**src/rtl/usi_bus_initiator.sv**
```systemverilog
// USI bus manager: one valid/ready command in, one bus access, one valid/ready response out.
// Latency 2 cycles accept-to-response (+1 per stall cycle); no bus cycle for misaligned addresses.
module usi_bus_initiator #(
    parameter int unsigned TIMEOUT = 16
) (
    input  logic        CLK,
    input  logic        nRST,
    input  logic        cmd_valid,
    output logic        cmd_ready,
    input  logic        cmd_write,
    input  logic [31:0] cmd_addr,
    input  logic [31:0] cmd_wdata,
    output logic        rsp_valid,
    input  logic        rsp_ready,
    output logic [31:0] rsp_rdata,
    output logic        rsp_error,
    output logic        rsp_timeout,
    output logic        bus_wen,
    output logic        bus_ren,
    output logic [31:0] bus_addr,
    output logic [31:0] bus_wdata,
    input  logic [31:0] bus_rdata,
    input  logic        bus_error,
    input  logic        bus_request_stall
);

    typedef enum logic [1:0] {
        IDLE   = 2'd0,
        ACCESS = 2'd1,
        RESP   = 2'd2
    } state_t;

    localparam logic [15:0] LP_CNT_LAST = 16'(TIMEOUT - 1);

    state_t      r_state, w_state;
    logic        r_cmd_ready, w_cmd_ready;
    logic        r_rsp_valid, w_rsp_valid;
    logic [31:0] r_rsp_rdata, w_rsp_rdata;
    logic        r_rsp_error, w_rsp_error;
    logic        r_rsp_timeout, w_rsp_timeout;
    logic        r_bus_wen, w_bus_wen;
    logic        r_bus_ren, w_bus_ren;
    logic [31:0] r_bus_addr, w_bus_addr;
    logic [31:0] r_bus_wdata, w_bus_wdata;
    logic [15:0] r_stall_cnt, w_stall_cnt;

    // Every output comes straight from a register; the next values are computed here.
    always_comb begin
        w_state       = r_state;
        w_cmd_ready   = r_cmd_ready;
        w_rsp_valid   = r_rsp_valid;
        w_rsp_rdata   = r_rsp_rdata;
        w_rsp_error   = r_rsp_error;
        w_rsp_timeout = r_rsp_timeout;
        w_bus_wen     = r_bus_wen;
        w_bus_ren     = r_bus_ren;
        w_bus_addr    = r_bus_addr;
        w_bus_wdata   = r_bus_wdata;
        w_stall_cnt   = r_stall_cnt;
        case (r_state)
            IDLE: begin
                if (cmd_valid && r_cmd_ready) begin
                    w_cmd_ready = 1'b0;
                    if (cmd_addr[1:0] != 2'b00) begin
                        w_state       = RESP;
                        w_rsp_valid   = 1'b1;
                        w_rsp_error   = 1'b1;
                        w_rsp_timeout = 1'b0;
                        w_rsp_rdata   = 32'h0;
                    end else begin
                        w_state     = ACCESS;
                        w_bus_wen   = cmd_write;
                        w_bus_ren   = !cmd_write;
                        w_bus_addr  = cmd_addr;
                        w_bus_wdata = cmd_wdata;
                        w_stall_cnt = 16'h0;
                    end
                end
            end
            ACCESS: begin
                // Completion wins over abort when stall drops on the last allowed cycle.
                if (!bus_request_stall || (r_stall_cnt == LP_CNT_LAST)) begin
                    w_state       = RESP;
                    w_rsp_valid   = 1'b1;
                    w_bus_wen     = 1'b0;
                    w_bus_ren     = 1'b0;
                    w_bus_addr    = 32'h0;
                    w_bus_wdata   = 32'h0;
                    if (!bus_request_stall) begin
                        w_rsp_error   = bus_error;
                        w_rsp_timeout = 1'b0;
                        w_rsp_rdata   = (r_bus_wen || bus_error) ? 32'h0 : bus_rdata;
                    end else begin
                        w_rsp_error   = 1'b1;
                        w_rsp_timeout = 1'b1;
                        w_rsp_rdata   = 32'h0;
                    end
                end else if (r_stall_cnt != 16'hFFFF) begin
                    w_stall_cnt = r_stall_cnt + 16'd1;
                end
            end
            RESP: begin
                if (rsp_ready) begin
                    w_state       = IDLE;
                    w_cmd_ready   = 1'b1;
                    w_rsp_valid   = 1'b0;
                    w_rsp_rdata   = 32'h0;
                    w_rsp_error   = 1'b0;
                    w_rsp_timeout = 1'b0;
                end
            end
            default: begin
                w_state     = IDLE;
                w_cmd_ready = 1'b1;
                w_rsp_valid = 1'b0;
                w_bus_wen   = 1'b0;
                w_bus_ren   = 1'b0;
                w_bus_addr  = 32'h0;
                w_bus_wdata = 32'h0;
            end
        endcase
    end

    always_ff @(posedge CLK or negedge nRST) begin
        if (!nRST) begin
            r_state       <= IDLE;
            r_cmd_ready   <= 1'b1;
            r_rsp_valid   <= 1'b0;
            r_rsp_rdata   <= 32'h0;
            r_rsp_error   <= 1'b0;
            r_rsp_timeout <= 1'b0;
            r_bus_wen     <= 1'b0;
            r_bus_ren     <= 1'b0;
            r_bus_addr    <= 32'h0;
            r_bus_wdata   <= 32'h0;
            r_stall_cnt   <= 16'h0;
        end else begin
            r_state       <= w_state;
            r_cmd_ready   <= w_cmd_ready;
            r_rsp_valid   <= w_rsp_valid;
            r_rsp_rdata   <= w_rsp_rdata;
            r_rsp_error   <= w_rsp_error;
            r_rsp_timeout <= w_rsp_timeout;
            r_bus_wen     <= w_bus_wen;
            r_bus_ren     <= w_bus_ren;
            r_bus_addr    <= w_bus_addr;
            r_bus_wdata   <= w_bus_wdata;
            r_stall_cnt   <= w_stall_cnt;
        end
    end

    assign cmd_ready   = r_cmd_ready;
    assign rsp_valid   = r_rsp_valid;
    assign rsp_rdata   = r_rsp_rdata;
    assign rsp_error   = r_rsp_error;
    assign rsp_timeout = r_rsp_timeout;
    assign bus_wen     = r_bus_wen;
    assign bus_ren     = r_bus_ren;
    assign bus_addr    = r_bus_addr;
    assign bus_wdata   = r_bus_wdata;

endmodule

```
**config.mk**
```make
export PLATFORM = sky130hd
export DESIGN_NAME = usi_bus_initiator
export DESIGN_NICKNAME = d
export VERILOG_FILES = /design/src/rtl/usi_bus_initiator.sv
export SDC_FILE = /design/constraint.sdc
export NUM_CORES = 1
export LEC_CHECK = 0
export BUFFER_PORTS_ARGS = -buffer_cell sky130_fd_sc_hd__clkbuf_2
export CAP_MARGIN = 10
export CORE_MARGIN = 2
export CORE_UTILIZATION = 45
export CTS_BUF_LIST = sky130_fd_sc_hd__clkbuf_8
export DETAILED_ROUTE_END_ITERATION = 6
export MAX_ROUTING_LAYER = met4
export PLACE_DENSITY = 0.8
export RECOVER_POWER = 50
export SLEW_MARGIN = 20
export SYNTH_ARGS = -nofsm -noshare
export SYNTH_HDL_FRONTEND = slang
export SYNTH_SLANG_ARGS = --single-unit
```
**constraint.sdc**
```tcl
create_clock -name CLK -period 4.4 [get_ports CLK]
set_input_delay 0.44 -clock CLK [delete_from_list [all_inputs] [get_ports CLK]]
set_output_delay 0.44 -clock CLK [all_outputs]
set_load 0.05 [all_outputs]
```
## After elaboration in Yosys (flattened, before gate mapping)

Cells that the tools add are included.

| cells by class | value |
|---|---|
| add/sub/neg operators | 1 |
| eq/ne operators | 11 |
| mux-type cells | 47 |
| bitwise gates (word level) | 2 |
| reductions and logical operators | 15 |

Operators by type and width:

| operator | number |
|---|---|
| 32-bit two-way mux | 11 |
| 32-bit one-hot mux with 3 select lines | 3 |
| 16-bit two-way mux | 4 |
| 16-bit one-hot mux with 2 select lines | 1 |
| 1-bit one-hot mux with 3 select lines | 6 |
| 1-bit two-way mux | 17 |
| 16-bit by 1-bit adder with 16-bit output, second input constant | 1 |
| 16-bit by 4-bit equality test with 1-bit output, second input constant | 1 |
| 16-bit != test, second input constant | 1 |
| 2-bit != test, second input constant | 7 |
| 5-bit AND reduction | 2 |
| 2-bit two-way mux | 4 |
| 4-bit AND reduction | 2 |
| 2-bit one-hot mux with 3 select lines | 1 |
| 3-bit AND reduction | 2 |
| 2-bit nonzero test | 2 |
| 3-bit nonzero test | 1 |
| 2-bit by 1-bit equality test with 1-bit output, second input constant | 1 |
| 2-bit equality test, second input constant | 1 |
| 1-bit logical NOT | 2 |
| 2-bit logical NOT | 1 |
| 1-bit logical OR | 2 |
| 1-bit inverter | 2 |
| 1-bit logical AND | 1 |

| word-level totals | value |
|---|---|
| flip-flop bits (word level) | 120 |
| bits of input ports | 103 |
| output and inout port bits | 102 |
| logic and storage cells | 87 |

## Logic depth before layout (Yosys ltp)

| depth | value |
|---|---|
| word-level depth | 5 |
| depth in mapped cells | 8 |
| depth with buffers taken out | 6 |

## Least setup slack after synthesis

Ideal clock, no wire load.

| path | value |
|---|---|
| kind | reg2reg |
| start point | reg r_cmd_ready, in the netlist cmd_ready |
| end point | reg r_stall_cnt[7] |
| setup time | 120 ps |
| arrival time | 1816 ps |
| data required time | 4280 ps |
| slack | 2464 ps |
| stages on the path, launching flop included | 5 |
| path buffers | 0 |
| clock period less this slack | 1936 ps |
| path through | dfstp_2 nand4bb_1 a21o_1 or4_1 a31o_2 |

| on the way | value |
|---|---|
| word-level cells in the longest chain between the ends | 3 |

Ends and longest elaborated chain:

| what | line | RTL |
|---|---|---|
| from (decl) | 36 | `logic r_cmd_ready, w_cmd_ready;` |
| from (signal assigned) | 139 | `r_cmd_ready <= w_cmd_ready;` |
| 1-bit logical AND | 62 | `if (cmd_valid && r_cmd_ready) begin` |
| 2-bit != test (no line) | n/a |  |
| 5-bit AND reduction (no line) | n/a |  |
| to (signal assigned) | 148 | `r_stall_cnt <= w_stall_cnt;` |
| to (decl) | 45 | `logic [15:0] r_stall_cnt, w_stall_cnt;` |

No other way between the ends.
A chain may end at the register's enable or synchronous reset.

==> reports/results.txt <==
RSZ-0062 raised after global routing = false
layout cells sized above 1 = 0.352
grt ovf = 0
hold path endpoint = bus_ren$_DFFE_PN0P_
CTS tree = built
top_reg_cell synth = dfrtp_1
final worst-path cycle share = 0.610
largest net degree at the start of global routing = 63
crit path kind = input port to async pin
die area = 0.0114 mm^2
Crit Reg-Reg Startpoint = r_stall_cnt[0]$_DFFE_PN0P_
register area share after synthesis = 0.629
Die X = 107 um
most frequent cells in the layout = clkbuf_2, dfrtp_1, a22o_1
Sw Share = 0.428
layout net count = 671
placed cells = 683
number of flops mapped to enable cells by yosys = 0
Post-DP HPWL = 8.47 mm
hold path startpoint = cmd_write
worst flop-to-flop path endpoint = bus_wdata[18]$_DFFE_PN0P_
Netlist cell types = 44
switching power total = 1.77 mW
antenna cells = 0
R2R depth = 7
clock root cell = clkbuf_8
fin cells = 716
setup TNS = 0 ns
PD cells = 660 mW/mm^2
Final Hold Fails = 0
WP buf/inv = 3
hold path depth = 2
# fillers = 840
routed vias/inst = 5.53
Comb power frac = 0.361
Core Rows = 37
critical path's slowest cell = clkbuf_2
Placer Congestion = 0.923
port bufs = 204
Critical Path RT = 4.76 ns
htree depth = 4
internal cell power = 2.37 mW
DRT antenna net count = 0
delay-heaviest family, CP = buffers and inverters
Max Slew Vio Count = 0
Post-Syn Instances = 365
Hold Crit Class = input port to flip-flop
max incr delay on CP = 1.04 ns
Worst-path clk slew = 0.07 ns
fmax = 373 MHz
Post-Syn Nets = 469
die height = 107 um
MaxCap Viol Count = 0
Total GRT Usage = 0.219
Synth area leader = dfrtp_1
multi-input gate area in the final layout = 0.00161 mm^2
yosys warns = 0
CTS resizes = 0
drt wl/cell = 17.1 um
R2R Setup Slk = 1.75 ns
Seq pwr share = 0.374
vias in the first global route = 3864
main area contributors after synthesis = dfrtp_1, a22o_1, buf_2, o21ai_0, buf_6
Post-CTS Setup Bufs = 0
Pleak = 3.04 nW
Syn Std Cell Area = 0.00477 mm^2
routed vias = 3956
crit-path max FO = 49
outcome = finished, final reports clean
Core ar. = 0.0103 mm^2
FF+latch area = 0.00300 mm^2
DRT Pass-1 Iters = 5
Initial Util = 0.462
crit-path cells = dlygate4sd3_1, clkbuf_1, clkbuf_2
CTS Buf Count = 17
worst-skew pair later-pin latency = 0.42 ns
Residual DRC = 0
Layout area overhead = 31.2%
final WL = 12.2 mm
Setup Skew = 0.0104 ns
Worst Max-Slew Pin Slew = 1.39 ns
Syn Area/Cell = 13.1 um^2
Ports = 205
clk sink count = 120
first-pass GRT wire length = 18.9 mm
initial antenna violation count = 0
#FFs+latches synth = 120
share of power burned in the clock network = 0.265
Clock Path Buffers = 2
top cell type's share of synthesized area = 0.624
peak supply drop = 0.000470 V
Final Critical Period = 2.68 ns
most common cell after layout, fill and taps aside = clkbuf_2
asr flop ratio synth = 1.00
critical path data arrival time = 3.04 ns
initial DRC count = 342
final setup vio count = 0
type of origin of the critical path = input port
Slew headroom = 0.0748
CP Capture Type = async pin
-- repair_timing --
action,4_1_cts,5_1_grt
endpoints found under the setup margin,0,0
hold buffers,1,0
endpoints found under the hold margin,24,0
-- worst max path at each step --
stage                                from                          to  depth (start not counted)
2_1_floorplan       cmd_ready$_DFFE_PN1P_  r_stall_cnt[7]$_DFFE_PN0P_                          4
3_3_place_gp   r_stall_cnt[0]$_DFFE_PN0P_    bus_wdata[3]$_DFFE_PN0P_                          7
3_5_place_dp   r_stall_cnt[0]$_DFFE_PN0P_   bus_wdata[18]$_DFFE_PN0P_                          7
4_1_cts        r_stall_cnt[0]$_DFFE_PN0P_   bus_wdata[18]$_DFFE_PN0P_                          7
5_1_grt                              nRST   bus_wdata[19]$_DFFE_PN0P_                          3
6_report                             nRST    bus_wdata[5]$_DFFE_PN0P_                          3
-- synthesized netlist by cell type, types with 2 or more instances --
| library cell | number |
|---|---|
| a21o_1 | 2 |
| a21oi_1 | 8 |
| a22o_1 | 95 |
| a31oi_1 | 3 |
| a41oi_1 | 2 |
| and2_1 | 3 |
| and3_1 | 2 |
| and4_1 | 2 |
| buf_2 | 16 |
| buf_6 | 6 |
| clkbuf_1 | 6 |
| dfrtp_1 | 119 |
| inv_1 | 7 |
| mux2i_1 | 2 |
| nand2_1 | 8 |
| nand3_1 | 4 |
| nand3_2 | 2 |
| nand4_1 | 10 |
| nor2_1 | 10 |
| nor4_1 | 4 |
| nor4_2 | 2 |
| o211ai_1 | 5 |
| o21ai_0 | 15 |
| o22ai_1 | 4 |
| o31ai_1 | 7 |
| or2_2 | 2 |
| or4_1 | 2 |
-- sequential cells by signal, summed over array words and instances (netlist names) --
register	flops
bus_ren	1
rsp_timeout	1
rsp_error	1
rsp_valid	1
bus_addr	32
bus_wdata	32
bus_wen	1
r_stall_cnt	16
r_state	2
rsp_rdata	32
cmd_ready	1
-- kinds of logic after synthesis --
| kind of cell | count (synthesis) | synth area share |
|---|---|---|
| DFF | 120 | 0.629 |
| adders and majority gates | 1 | 0.00262 |
| buffers and inverters | 35 | 0.0412 |
| AOI/OAI and AO/OA | 147 | 0.245 |
| and+or+nand+nor | 59 | 0.0755 |
| muxes | 3 | 0.00655 |
-- worst register-to-register path: stages (launching register included) --
cell,delay [ns]
dfrtp_1,0.44
ha_1,0.25
nand3_2,0.14
nand4b_2,0.21
nand2_2,0.13
o22ai_4,0.72
buf_4,0.48
a22o_1,0.22
-- layer usage --
metal | up-vias | routed length, um | track usage
met4 | 0 | 170 | 0.0807
li1 | 1819 | - | -
met1 | 1906 | 5290 | 0.272
met5 | - | 0 | -
met2 | 214 | 5870 | 0.347
met3 | 17 | 912 | 0.0578
-- area by class of cell --
type	count	share of cell area
clock inverter	14	0.0314
multi-input combinational	210	0.257
inverter	7	0.00420
tap	136	0.0272
timing repair buffer	211	0.161
clock buffer	18	0.0396
sequential	120	0.480
-- power groups by stage --
stage	clock network [mW]	logic (mW)	registers, mW
after global placement	0	1.51	1.55
after detailed placement	0	1.54	1.55
final	1.09	1.49	1.55
after CTS	1.12	1.53	1.54
after floorplan	0	0.243	2.41
after global routing	1.18	1.55	1.58
-- metrics by stage --
stage	setup slack (ns)	hold WS (ns)	utilization	power (mW)	instance area (um^2)
after floorplan	2.46	0.144	-	2.66	4770
after detailed placement	1.76	0.369	0.569	3.09	5880
after global placement	1.90	0.362	0.569	3.06	5880
after CTS	1.75	0.176	0.613	4.20	6330
final	1.72	0.210	0.606	4.13	6260
after global routing	1.22	0.182	0.606	4.30	6260
Power figures use the tool's default switching activity.
